## src/rtl/ieee_itof.sv

```systemverilog
// Converts a 32-bit signed/unsigned integer to IEEE-754 single precision, round-to-nearest-even;
// latency 1 cycle for zero else lz+3 after accept; one operand in flight, result held in DONE until out_ready.
module ieee_itof (
    input  logic        clk,
    input  logic        rst,
    input  logic        in_valid,
    output logic        in_ready,
    input  logic [31:0] in_data,
    input  logic        in_signed,
    output logic        out_valid,
    input  logic        out_ready,
    output logic [31:0] out_data,
    output logic        inexact
);

    typedef enum logic [1:0] {
        IDLE  = 2'd0,
        NORM  = 2'd1,
        ROUND = 2'd2,
        DONE  = 2'd3
    } state_t;

    state_t      r_state;
    state_t      w_state_nxt;

    logic        r_sign;
    logic [31:0] r_mag;
    logic [7:0]  r_exp;
    logic [31:0] r_out_data;
    logic        r_inexact;

    logic        w_accept;
    logic        w_sign_in;
    logic [31:0] w_mag_in;
    logic        w_mag_zero;
    logic [22:0] w_mant;
    logic        w_guard;
    logic        w_sticky;
    logic        w_rnd_up;
    logic [23:0] w_mant_sum;
    logic [7:0]  w_exp_rnd;

    assign in_ready  = (r_state == IDLE);
    assign out_valid = (r_state == DONE);
    assign out_data  = r_out_data;
    assign inexact   = r_inexact;

    assign w_accept   = in_valid && in_ready;
    assign w_sign_in  = in_signed & in_data[31];
    // Negating 0x80000000 wraps to itself, which is already the correct magnitude 2^31.
    assign w_mag_in   = w_sign_in ? (32'd0 - in_data) : in_data;
    assign w_mag_zero = (w_mag_in == 32'd0);

    assign w_mant     = r_mag[30:8];
    assign w_guard    = r_mag[7];
    assign w_sticky   = |r_mag[6:0];
    assign w_rnd_up   = w_guard & (w_sticky | w_mant[0]);
    assign w_mant_sum = {1'b0, w_mant} + {23'd0, w_rnd_up};
    // A carry out leaves the low 23 bits at zero, so only the exponent needs adjusting.
    assign w_exp_rnd  = r_exp + {7'd0, w_mant_sum[23]};

    always_ff @(posedge clk) begin
        if (rst) begin
            r_state <= IDLE;
        end else begin
            r_state <= w_state_nxt;
        end
    end

    always_comb begin
        w_state_nxt = r_state;
        case (r_state)
            IDLE: begin
                if (w_accept) begin
                    w_state_nxt = w_mag_zero ? DONE : NORM;
                end
            end
            NORM: begin
                if (r_mag[31]) begin
                    w_state_nxt = ROUND;
                end
            end
            ROUND: begin
                w_state_nxt = DONE;
            end
            DONE: begin
                if (out_ready) begin
                    w_state_nxt = IDLE;
                end
            end
            default: begin
                w_state_nxt = IDLE;
            end
        endcase
    end

    always_ff @(posedge clk) begin
        if (rst) begin
            r_sign     <= 1'b0;
            r_mag      <= 32'd0;
            r_exp      <= 8'd0;
            r_out_data <= 32'd0;
            r_inexact  <= 1'b0;
        end else begin
            case (r_state)
                IDLE: begin
                    if (w_accept) begin
                        r_sign <= w_sign_in;
                        r_mag  <= w_mag_in;
                        r_exp  <= 8'd158;
                        if (w_mag_zero) begin
                            r_out_data <= 32'd0;
                            r_inexact  <= 1'b0;
                        end
                    end
                end
                NORM: begin
                    if (!r_mag[31]) begin
                        r_mag <= r_mag << 1;
                        r_exp <= r_exp - 8'd1;
                    end
                end
                ROUND: begin
                    r_out_data <= {r_sign, w_exp_rnd, w_mant_sum[22:0]};
                    r_inexact  <= w_guard | w_sticky;
                end
                default: begin
                end
            endcase
        end
    end

endmodule

```

## config.mk

```make
export PLATFORM = sky130hd
export DESIGN_NAME = ieee_itof
export DESIGN_NICKNAME = d
export VERILOG_FILES = /design/src/rtl/ieee_itof.sv
export SDC_FILE = /design/constraint.sdc
export NUM_CORES = 1
export LEC_CHECK = 0
export CORE_MARGIN = 2
export CORE_UTILIZATION = 54
export CTS_CLUSTER_SIZE = 30
export DETAILED_ROUTE_END_ITERATION = 8
export PLACE_DENSITY = 0.78
export SYNTH_ARGS = -nofsm -noshare
export SYNTH_HDL_FRONTEND = slang
export SYNTH_SLANG_ARGS = --single-unit
```

## constraint.sdc

```tcl
create_clock -name clk -period 4 [get_ports clk]
set_input_delay 0.6 -clock clk [delete_from_list [all_inputs] [get_ports clk]]
set_output_delay 0.6 -clock clk [all_outputs]
set_load 0.02 [all_outputs]
```

==> Word-level counts from Yosys, hierarchy flattened <==
Cells that the tools add are included.
{ "classes": {"add_sub_neg": 4, "n_eq_ne": 8, "mux": 18, "n_bitwise": 4, "reduce_logical": 11} }
{ "op_table": {"columns": ["operator", "count"], "rows": [
  ["two-way mux 32 bit", 5],
  ["case mux 32 bit (2 select lines)", 2],
  ["zero test 32 bit", 1],
  ["subtractor 1 x 32 -> 32 bit, first input constant", 1],
  ["adder 23 x 1 -> 24 bit", 1],
  ["two-way mux 8 bit", 2],
  ["case mux 8 bit (2 select lines)", 1],
  ["AND reduction 3 bit", 3],
  ["adder 8 x 1 -> 8 bit", 1],
  ["two-way mux 2 bit", 4],
  ["case mux 2 bit (4 select lines)", 1],
  ["subtractor 8 x 1 -> 8 bit, second input constant", 1],
  ["OR reduction 7 bit", 1],
  ["!= test 2 x 1 -> 1 bit, second input constant", 3],
  ["equality test 2 bit, second input constant", 2],
  ["!= test 2 bit, second input constant", 2],
  ["AND reduction 2 bit", 2],
  ["nonzero test 2 bit", 2],
  ["bitwise AND 1 bit", 2],
  ["equality test 2 x 1 -> 1 bit, second input constant", 1],
  ["zero test 2 bit", 1],
  ["two-way mux 1 bit", 2],
  ["OR 1 bit", 2],
  ["case mux 1 bit (2 select lines)", 1],
  ["logical AND 1 bit", 1]
]} }
{ "totals": {"reg_bits": 76, "in_bits": 37, "output_inout_bits": 35, "word_cells": 52} }

==> Logic depth before layout (Yosys ltp) <==
{ "depth": {"ltp_word": 6, "ltp_mapped": 14, "depth_no_buf": 14} }

==> Worst setup path after synthesis <==
Ideal clock, no wire load.
{ "synth_path": {"path_kind": "input to register", "from": "input in_data[4]", "to": "register r_out_data[0], in the netlist out_data[0]", "setup_time_ps": 131, "arrival_time_ps": 3590, "t_required_ps": 3869, "path_slack_ps": 279, "stages": 11, "path_buffers": 3, "cell_sequence": "buf_2 > or4_4 > or4b_4 > buf_6 > o41ai_2 > xnor2_1 > nor4_4 > nand2_1 > clkbuf_1 > o2111ai_1 > o221ai_2"} }
{ "synth_via": {"elab_chain_len": 5} }
{ "synth_rtl": {"columns": ["element", "line", "text"], "rows": [
  ["start, declared", "8", "input logic [31:0] in_data,"],
  ["subtractor 1 x 32 -> 32 bit", "51", "assign w_mag_in = w_sign_in ? (32'd0 - in_data) : in_data;"],
  ["two-way mux 32 bit (*)", "51", null],
  ["zero test 32 bit (*)", "52", "assign w_mag_zero = (w_mag_in == 32'd0);"],
  ["!= test 2 x 1 -> 1 bit (no line) (*)", null, null],
  ["AND reduction 3 bit (no line) (*)", null, null],
  ["end signal, assigned", "124", "r_out_data <= {r_sign, w_exp_rnd, w_mant_sum[22:0]};"],
  ["end, declared", "29", "logic [31:0] r_out_data;"]
]} }
Every way passes the cells marked *; elsewhere a longest branch is shown, timed or not.
A chain may end at the register's enable or synchronous reset.

==> Worst setup path after layout <==
{ "layout_path": {"from": "input in_data[1]", "to": "register r_out_data[8], in the netlist out_data[8]"} }
Same word-level chain as after synthesis.

==> results by group <==
Clock tree
  – Root buffer cell: clkbuf_8
  – CTS tree: yes
  – Num CTS Buffers: 9
  – # hold bufs at CTS: 0
  – Clk_lat worst skew: around 0.36 ns
  – CTS sink cnt: between 70 and 80
  – Clk slew on worst S/H paths: ~0.090 ns
  – Post-CTS sizing: 0
  – Number of H-tree levels: 3
  – Clock buffer depth: 2
  – Post-CTS Setup Inserts: 0

Die
  – Die X: between 100 and 150 um
  – Ports: between 70 and 80
  – Starting density of the core: a little under three fifths
  – Core area: ~9900 um^2
  – Rows: 36
  – Die span in y: between 100 and 150 um
  – Die area: 11000 um^2

Setup path
  – CP peak stage delay: 0.61 ns
  – Crit-path slowest cell: or4_1
  – Worst Path Required: ~4.2 ns
  – Most frequent CP cell: buf_4
  – Crit path buf inv count: 6
  – CP Launch Type: input port
  – Setup CP Type: input port to register
  – Crit path capture type: register
  – Crit path DAT: between 4 and 5 ns
  – Worst-path fanout max: 35
  – Critical path cell sequence: clkdlybuf4s50_1, buf_4, or3_1, buf_4, nor4_2, buf_4, a31oi_1, xnor2_1, o21ai_0, or4_1, buf_12, nor2_8, buf_12, o221ai_1
  – CP top delay family: simple AND/OR/NAND/NOR gates

Synth
  – Post-synth top cells: dfxtp_1 (76), nor2_1 (59), nand2_1 (47), nand3_1 (47), clkbuf_1 (42)
  – #FFs+latches synth: between 70 and 80
  – Area leader, netlist: dfxtp_1
  – Asr flop ratio synth: 0%
  – Cells after Synth: 664
  – Sequential cell area fraction in the yosys report: between 20% and 30%
  – Mapped Nets: just over 700
  – Synth top area cells: dfxtp_1 (28%), o221ai_2 (8.2%), o2111ai_1 (5.6%)
  – Synth warnings: 0
  – Post-synth top flop: dfxtp_1
  – Top-area cell type share of the netlist area: 27.6%
  – Cell area after synthesis: 5520 um^2
  – Count of cell types in the netlist: a little under 70
  – Syn avg cell area: ~8.3 um^2
  – EDFF count, synth: 0
  – Top-count cell post-synth: dfxtp_1

Timing
  – Final worst path period need: around 4 ns
  – Fmax: 256 MHz
  – Finish-stage setup viols: 0
  – Tightest Pin Transition: between 0.7 and 0.8 ns
  – Clock Skew: 0.0124 ns
  – Slew Limit Fails: 0
  – Crit share post-route: between 90 and 100%
  – Max transition margin: about half
  – Hold Fails Final Rpt: 0
  – Setup WS post-layout: 0.0865 ns
  – RSZ-0062 raised after global routing: false
  – Min Hold Slack: between 0.4 and 0.5 ns
  – Setup TNS: 0 ns

GRT
  – Total global-route track usage: a little under a third
  – Vias in the first global route: 5811
  – Largest net degree at the start of global routing: 42
  – Initial antenna violation count: 0
  – Total gr overflow: 0
  – First-pass GRT wire length: 28.2 mm

Power
  – Int Pwr: approximately 1.9 mW
  – P_leak: around 2.4 nW
  – Sw Share: a little under half
  – Design Power: approximately 3.5 mW
  – Part of the power in registers: 36.0%
  – Worst ir drop on vdd: between 0.2 and 0.3 mV
  – Sw power: roughly 1.6 mW
  – Comb pwr share: around 48%
  – PwrDens: roughly 500 nW/um^2
  – Clock power frac: between 15 and 20%

Detailed routing
  – Drt wl/cell: ~19 um
  – Router iterations before antenna repair: 7
  – DRC errors left: 0
  – Vias after detailed routing: 5798
  – DR vias/cell: roughly 6.4
  – Number of DRC markers in iteration 0: 464
  – Total wire length: around 17 mm
  – Post-route ant nets: 0

Placed design
  – Placed Area: a little under 7000 um^2
  – Inst Count DP: between 800 and 900
  – I/O Buffers: 71
  – HPWL Detailed: between 10 and 15 mm
  – GP Congestion: 0.994
  – Pre-CTS WS: -0.217 ns

Status
  – Status: finished clean

Layout
  – Fin nets: between 800 and 900
  – Total of fill cells in the finished design: between 800 and 900
  – Non-Filler Instances: roughly 900
  – Final design utilization: 70.3%
  – Layout area overhead: 25.7%
  – Ratio of cells with drive above 1 in the final layout: ~18%
  – Diode count: 0
  – Post-route cell area: slightly below 7000 um^2

Job
  – Number of max-cap violations: 0

Hold path
  – Class of the worst hold path: register to register
[cell type report]
type                       instances  area, um^2  share of cell area [%]
tap                              133         166                    2.40
clock buffer                       9         124                    1.79
clock inverter                     7        58.8                   0.848
sequential                        76        1520                    21.9
timing repair buffer             145        1340                    19.3
multi-input combinational        510        3640                    52.5
inverter                          22        82.6                    1.19
[registers in the layout (all words and copies together) (netlist names)]
signal    cells
out_data     32
r_exp         8
r_mag        32
r_sign        1
r_state       2
inexact       1
[placed cells by master (no fill, tap or decap), types with 4 or more instances in the layout]
| cell | count |
|---|---|
| xnor2_1 | 34 |
| nor2_1 | 59 |
| clkbuf_8 | 9 |
| buf_4 | 68 |
| nor4_1 | 6 |
| or4_1 | 6 |
| o2111ai_1 | 35 |
| and2_1 | 7 |
| a221o_1 | 4 |
| a31oi_1 | 7 |
| a21oi_1 | 29 |
| or3_1 | 14 |
| a221oi_1 | 4 |
| nand2_1 | 47 |
| o21ai_0 | 27 |
| o221ai_2 | 30 |
| dfxtp_1 | 76 |
| clkdlybuf4s50_1 | 71 |
| o211ai_1 | 6 |
| o31ai_1 | 8 |
| buf_12 | 6 |
| ha_1 | 10 |
| and3_1 | 5 |
| mux2i_1 | 4 |
| nand4_1 | 7 |
| nand3_1 | 47 |
| a211oi_1 | 4 |
| nor3_1 | 26 |
| a222oi_1 | 5 |
| inv_1 | 19 |
| xor2_1 | 28 |
[worst min-delay path: cells and delay by family, from the launching register on]
| kind | cells | cell delay [ns] |
|---|---|---|
| and+or+nand+nor | 1 | 0.06 |
| DFF | 1 | 0.34 |
| AOI/OAI and AO/OA | 1 | 0.05 |
[routing by layer]
layer / up-vias / wire [um] / track usage [%]
li1: 2726 / - / -
met1: 2767 / 6930 / 36.8
met2: 248 / 8170 / 53.2
met3: 57 / 1150 / 7.05
met4: 0 / 657 / 14.5
met5: - / 0 / 0
[power groups by stage]
stage	Combinational [mW]	Sequential, mW	Clock (mW)
CTS	1.68	1.26	0.557
detailed placement	1.67	1.27	0
global placement	1.63	1.26	0
global route	1.85	1.30	0.592
floorplan	1.08	1.24	0
finish	1.70	1.27	0.556
[worst paths after layout]
| path | endpoint | cells past startpoint | slack (ns) | start |
|---|---|---|---|---|
| worst max-delay path | out_data[8]$_SDFFE_PP0P_ | 14 | 0.09 | in_data[1] |
| worst min-delay path | r_mag[2]$_SDFFE_PP0P_ | 2 | 0.48 | r_mag[2]$_SDFFE_PP0P_ |
| worst max register to register | out_data[8]$_SDFFE_PP0P_ | 11 | 0.93 | r_state[1]$_SDFFE_PP0P_ |
| worst min register to register | r_mag[2]$_SDFFE_PP0P_ | 2 | 0.48 | r_mag[2]$_SDFFE_PP0P_ |
[cell families after synthesis]
group / count (synthesis) / share of synthesized area (%)
muxes: 6 / 1.13
AOI/OAI and AO/OA: 186 / 29.3
buffers and inverters: 78 / 6.49
xor gates and xnor gates: 62 / 9.84
adders and majority gates: 10 / 2.27
DFF: 76 / 27.6
and+or+nand+nor: 246 / 23.4
No activity file was read; power rests on OpenSTA's default activity.
